File: config.mk
export PLATFORM = sky130hd
export DESIGN_NAME = slice_sequencer
export DESIGN_NICKNAME = d
export VERILOG_FILES = /design/src/rtl/slice_sequencer.sv
export SDC_FILE = /design/constraint.sdc
export NUM_CORES = 1
export LEC_CHECK = 0
export ABC_AREA = 1
export CELL_PAD_IN_SITES_DETAIL_PLACEMENT = 2
export CELL_PAD_IN_SITES_GLOBAL_PLACEMENT = 2
export CORE_ASPECT_RATIO = 0.6
export CORE_MARGIN = 2
export CORE_UTILIZATION = 28
export CTS_CLUSTER_SIZE = 16
export DETAILED_ROUTE_END_ITERATION = 7
export HOLD_SLACK_MARGIN = 0.06
export MAX_ROUTING_LAYER = met4
export PLACE_DENSITY_LB_ADDON = 0.1
export SLEW_MARGIN = 20
export SYNTH_ARGS = -nofsm -noshare
export SYNTH_HDL_FRONTEND = slang
export SYNTH_SLANG_ARGS = --single-unit
File: constraint.sdc
create_clock -name clk -period 4.05 [get_ports clk]
set_input_delay 0.81 -clock clk [delete_from_list [all_inputs] [get_ports clk]]
set_output_delay 0.81 -clock clk [all_outputs]
set_load 0.05 [all_outputs]
File: src/rtl/slice_sequencer.sv
// Slice sequencer: loads each input file, walks its lines and streams the slices over valid/ready.
// Optional build macro SLICE_PARITY_EN adds registered per-row parity on slice_parity.
`timescale 1ns/1ps
module slice_sequencer #(
  parameter int NUM_FILES = 1,
  parameter int WIDTH     = 25,
  parameter int LINES     = 64
) (
  input  logic             clk,
  input  logic             rst,
  input  logic             start,
  output logic             read_file,
  output logic [9:0]       file_index,
  output logic [5:0]       line_index,
  input  logic [WIDTH-1:0] data_in,
  output logic             slice_valid,
  input  logic             slice_ready,
  output logic [WIDTH-1:0] slice_data,
  output logic [5:0]       slice_line,
  output logic             slice_last,
  output logic [4:0]       slice_parity,
  output logic             busy,
  output logic             done
);

  localparam logic [9:0] LAST_FILE = 10'(NUM_FILES - 1);
  localparam logic [5:0] LAST_LINE = 6'(LINES - 1);

  typedef enum logic [2:0] {IDLE, LOAD, FETCH, STREAM, DONE} state_t;

  state_t state, state_nxt;
  logic   hs, file_end, final_file, capture, launch;

  assign hs         = slice_valid && slice_ready;
  assign final_file = (file_index == LAST_FILE);
  assign file_end   = (state == STREAM) && hs && slice_last;
  assign launch     = (state == IDLE) && start;
  // FETCH primes the output register; later lines are captured on the handshake edge.
  assign capture    = (state == FETCH) || ((state == STREAM) && hs && !slice_last);
  assign busy       = (state != IDLE);

  always_ff @(posedge clk or negedge rst) begin
    if (!rst) state <= IDLE;
    else      state <= state_nxt;
  end

  always_comb begin
    state_nxt = state;
    case (state)
      IDLE:    if (start) state_nxt = LOAD;
      LOAD:    state_nxt = FETCH;
      FETCH:   state_nxt = STREAM;
      STREAM:  if (file_end) state_nxt = final_file ? DONE : LOAD;
      DONE:    state_nxt = IDLE;
      default: state_nxt = IDLE;
    endcase
  end

  // Control and address registers
  always_ff @(posedge clk or negedge rst) begin
    if (!rst) begin
      read_file   <= 1'b0;
      done        <= 1'b0;
      file_index  <= '0;
      line_index  <= '0;
      slice_valid <= 1'b0;
    end else begin
      read_file <= launch || (file_end && !final_file);
      done      <= file_end && final_file;
      if (launch) begin
        file_index <= '0;
        line_index <= '0;
      end else if (file_end && !final_file) begin
        file_index <= file_index + 10'd1;
      end
      if (capture) begin
        line_index  <= line_index + 6'd1;
        slice_valid <= 1'b1;
      end else if (file_end) begin
        slice_valid <= 1'b0;
      end
    end
  end

  // Slice output register
  always_ff @(posedge clk or negedge rst) begin
    if (!rst) begin
      slice_data <= '0;
      slice_line <= '0;
      slice_last <= 1'b0;
    end else if (capture) begin
      slice_data <= data_in;
      slice_line <= line_index;
      slice_last <= (line_index == LAST_LINE);
    end
  end

`ifdef SLICE_PARITY_EN
  function automatic logic [4:0] row_parity(input logic [WIDTH-1:0] d);
    logic [4:0] p;
    for (int i = 0; i < 5; i++) p[i] = ^d[5*i +: 5];
    return p;
  endfunction

  always_ff @(posedge clk or negedge rst) begin
    if (!rst)         slice_parity <= '0;
    else if (capture) slice_parity <= row_parity(data_in);
  end
`else
  assign slice_parity = 5'b0;
`endif

endmodule
==> run_results.csv <==
group,metric,value,unit
synthesis,synth_flop_cell,"dfrtp_1",
placement,dp_slack,1487,ps
drt,drt.antenna.violating_nets,0,
synthesis,netlist_top_cells_area,"dfrtp_1, nand2_1, nand3_1, inv_1, buf_6",
timing,hold_viol_final,0,
critical_path,cp.required,3240,ps
power,p_int,1.448,mW
critical_path,crit_end,"busy",
cts,cts_setup_buffers,0,
timing,timing.final.ws_setup,1525,ps
synthesis,synthTopCellsByCount,"nand2_1, dfrtp_1, inv_1, nand3_1, nor2_1",
global_routing,grt_overflow,0,
timing,rsz0062_at_grt,"false",
cts,cts.repair.resized,0,
critical_path,critPathCaptureType,"output pin",
synthesis,synth.most_common_cell,"nand2_1",
placement,gp_congestion,0.7374,
timing,finalCriticalPeriod,2525,ps
critical_path,critPathKind,"register to output pin",
critical_path,r2r-end,"line_index[0]",
floorplanning,start_util,28.53,%
cells_and_area,nets,414,
power,switching_share,50.06,%
synthesis,post_synth_instance_area,2592,um^2
drt,wl_per_cell,15.36,um
timing,tightest_slew,765.3,ps
cts,clk_pin_slew_worst_paths,70,ps
drt,wl,7.667,mm
global_routing,gr-usage-all-layers,16.81,%
power,pwr-share-clk,15.1,%
power,combPwrFrac,55.1,%
global_routing,grt_max_degree,46,
power,ir_drop,0.0003078,V
synthesis,synth-seq-cells,54,
drt,route.detailed.drc,0,
power,switchingPower,1.451,mW
timing,post-route-period-util,62.34,%
cells_and_area,syn2layout_area_growth,37.74,%
synthesis,netlist.top_cell.by_area,"dfrtp_1",
synthesis,syn_area_per_cell,8.500,um^2
placement,hpwlAfterDp,5.617,mm
global_routing,antenna_found_initial,0,
critical_path,path_max_fanout,4,
floorplanning,die_h,78.54,um
cells_and_area,antenna_cells,0,
cts,hold_buffers,0,
timing,max_freq,396.1,MHz
cts,clk_latency,290,ps
global_routing,grt_pass1_vias,2477,
critical_path,r2r-start,"state[1]",
run,drv_cap,0,
cts,clockBufferDepth,2,
timing,relSlewSlack,48.98,%
drt,avgViaCountPerCell,4.467,
floorplanning,placementRows,27,
cts,tritoncts,"built",
floorplanning,dieWidth,128.2,um
floorplanning,fp.dieArea,10070,um^2
critical_path,r2r_slack,2270,ps
cts,cts.root.buffer_cell,"clkbuf_16",
synthesis,syn_inst,305,
synthesis,seq_area_frac_synth,52.12,%
cts,cts-buffers-inserted,5,
timing,finalSetupViolations,0,
synthesis,synth_edf_count,0,
critical_path,cp.arrival,1710,ps
global_routing,grt_first_pass_wirelength,12.81,mm
critical_path,crit_start,"state[2]",
drt,drtIter0Drc,65,
cts,cts_sinks,54,
floorplanning,boundaryPins,86,
power,pwr-share-seq,29.8,%
cells_and_area,drive_gt1_share,7.572,%
min_path,worst_hold_path_type,"register to register",
placement,io_buffers,80,
timing,maxSlewViolCount,0,
synthesis,synth_warnings,0,
timing,tns,0,ps
cts,htreeDepth,2,
floorplanning,core_area,9087,um^2
drt,via_count,2229,
timing,holdWs,473.0,ps
synthesis,synth-async-reset-ratio,100.0,%
critical_path,r2r_cells,7,
status,status,"finished, final reports clean",
synthesis,synth_cell_types,27,
power,power_density,811.9,nW/um^2
critical_path,start_kind,"register",
power,cellLeakagePower,1.758,nW
drt,dr.pass1.iters,4,
timing,skew,5.407,ps
synthesis,netlist.area_leader.share,52.12,%
worst min-delay path by stage:
| stage | endpoint | from | depth (start not counted) | slack (ps) |
|---|---|---|---|---|
| after global routing | slice_data[19] | slice_data[19] | 2 | 510 |
| after floorplan | done | rst | 0 | 510 |
| final | slice_data[24] | slice_data[24] | 2 | 470 |
| after detailed placement | slice_data[24] | slice_data[24] | 2 | 460 |
| after global placement | slice_data[14] | slice_data[14] | 2 | 460 |
| after CTS | slice_data[24] | slice_data[24] | 2 | 480 |
layer usage:
layer	track usage [%]	wire length [um]
met4	3.626	72
met3	3.954	353
met1	23.56	3889
met2	24.84	3351
met5	-	0
through the flow:
| stage | power [mW] | utilization (%) | instance area [um^2] | instances |
|---|---|---|---|---|
| after floorplan | 2.008 | - | 2608 | 309 |
| after global placement | 2.447 | 37.67 | 3423 | 491 |
| after detailed placement | 2.497 | 37.67 | 3423 | 491 |
| after CTS | 2.953 | 39.30 | 3571 | 499 |
| after global routing | 3.091 | 39.30 | 3571 | 499 |
| final | 2.899 | 39.30 | 3571 | 499 |
critical path, cell delays in order, from the launching register on:
cell,delay (ps)
dfrtp_1,440
inv_1,100
nand3_2,90
clkdlybuf4s50_1,800
placed cells by master (no fill, tap or decap), types with 2 or more instances in the layout:
| cell | n |
|---|---|
| nand4_1 | 5 |
| xnor2_1 | 3 |
| clkbuf_16 | 5 |
| o21ai_2 | 7 |
| conb_1 | 5 |
| inv_1 | 23 |
| clkdlybuf4s50_1 | 79 |
| nand3_2 | 2 |
| nand2_1 | 134 |
| nor2_4 | 3 |
| ha_1 | 3 |
| xor2_1 | 5 |
| nor2_1 | 13 |
| nand3_1 | 23 |
| nor3_1 | 2 |
| nor2_2 | 2 |
| o21ai_0 | 2 |
| dfrtp_1 | 54 |
flip-flops by register name (all words and copies together), names as in the netlist:
register / cells
state: 3
slice_data: 25
slice_line: 6
read_file: 1
slice_last: 1
done: 1
slice_valid: 1
line_index: 6
file_index: 10
cell families (layout without fill, tap and decap cells):
family	count (synthesis)	count (layout)	synth area share [%]
other cells	1	5	0.1446
fa+ha+maj	3	3	1.448
simple gates	188	188	31.47
buf+inv	40	114	8.832
xor+xnor	8	8	2.703
compound gates	11	11	3.282
flops	54	54	52.12
area by class of cell:
type | count | area (um^2)
Clock buffer | 7 | 142.6
Clock inverter | 1 | 5.005
Fill cell | 1012 | 5517
Inverter | 25 | 96.34
Multi-Input combinational cell | 215 | 1027
Sequential cell | 54 | 1351
Tap cell | 116 | 145.1
Timing Repair Buffer | 81 | 803.3
power by group through the flow:
stage | registers [mW] | logic, mW | clock network [mW]
6_report | 0.864 | 1.60 | 0.439
3_3_place_gp | 0.873 | 1.57 | 0
3_5_place_dp | 0.876 | 1.62 | 0
2_1_floorplan | 1.45 | 0.558 | 0
5_1_grt | 0.895 | 1.72 | 0.473
4_1_cts | 0.869 | 1.63 | 0.456
Power figures use the tool's default switching activity.
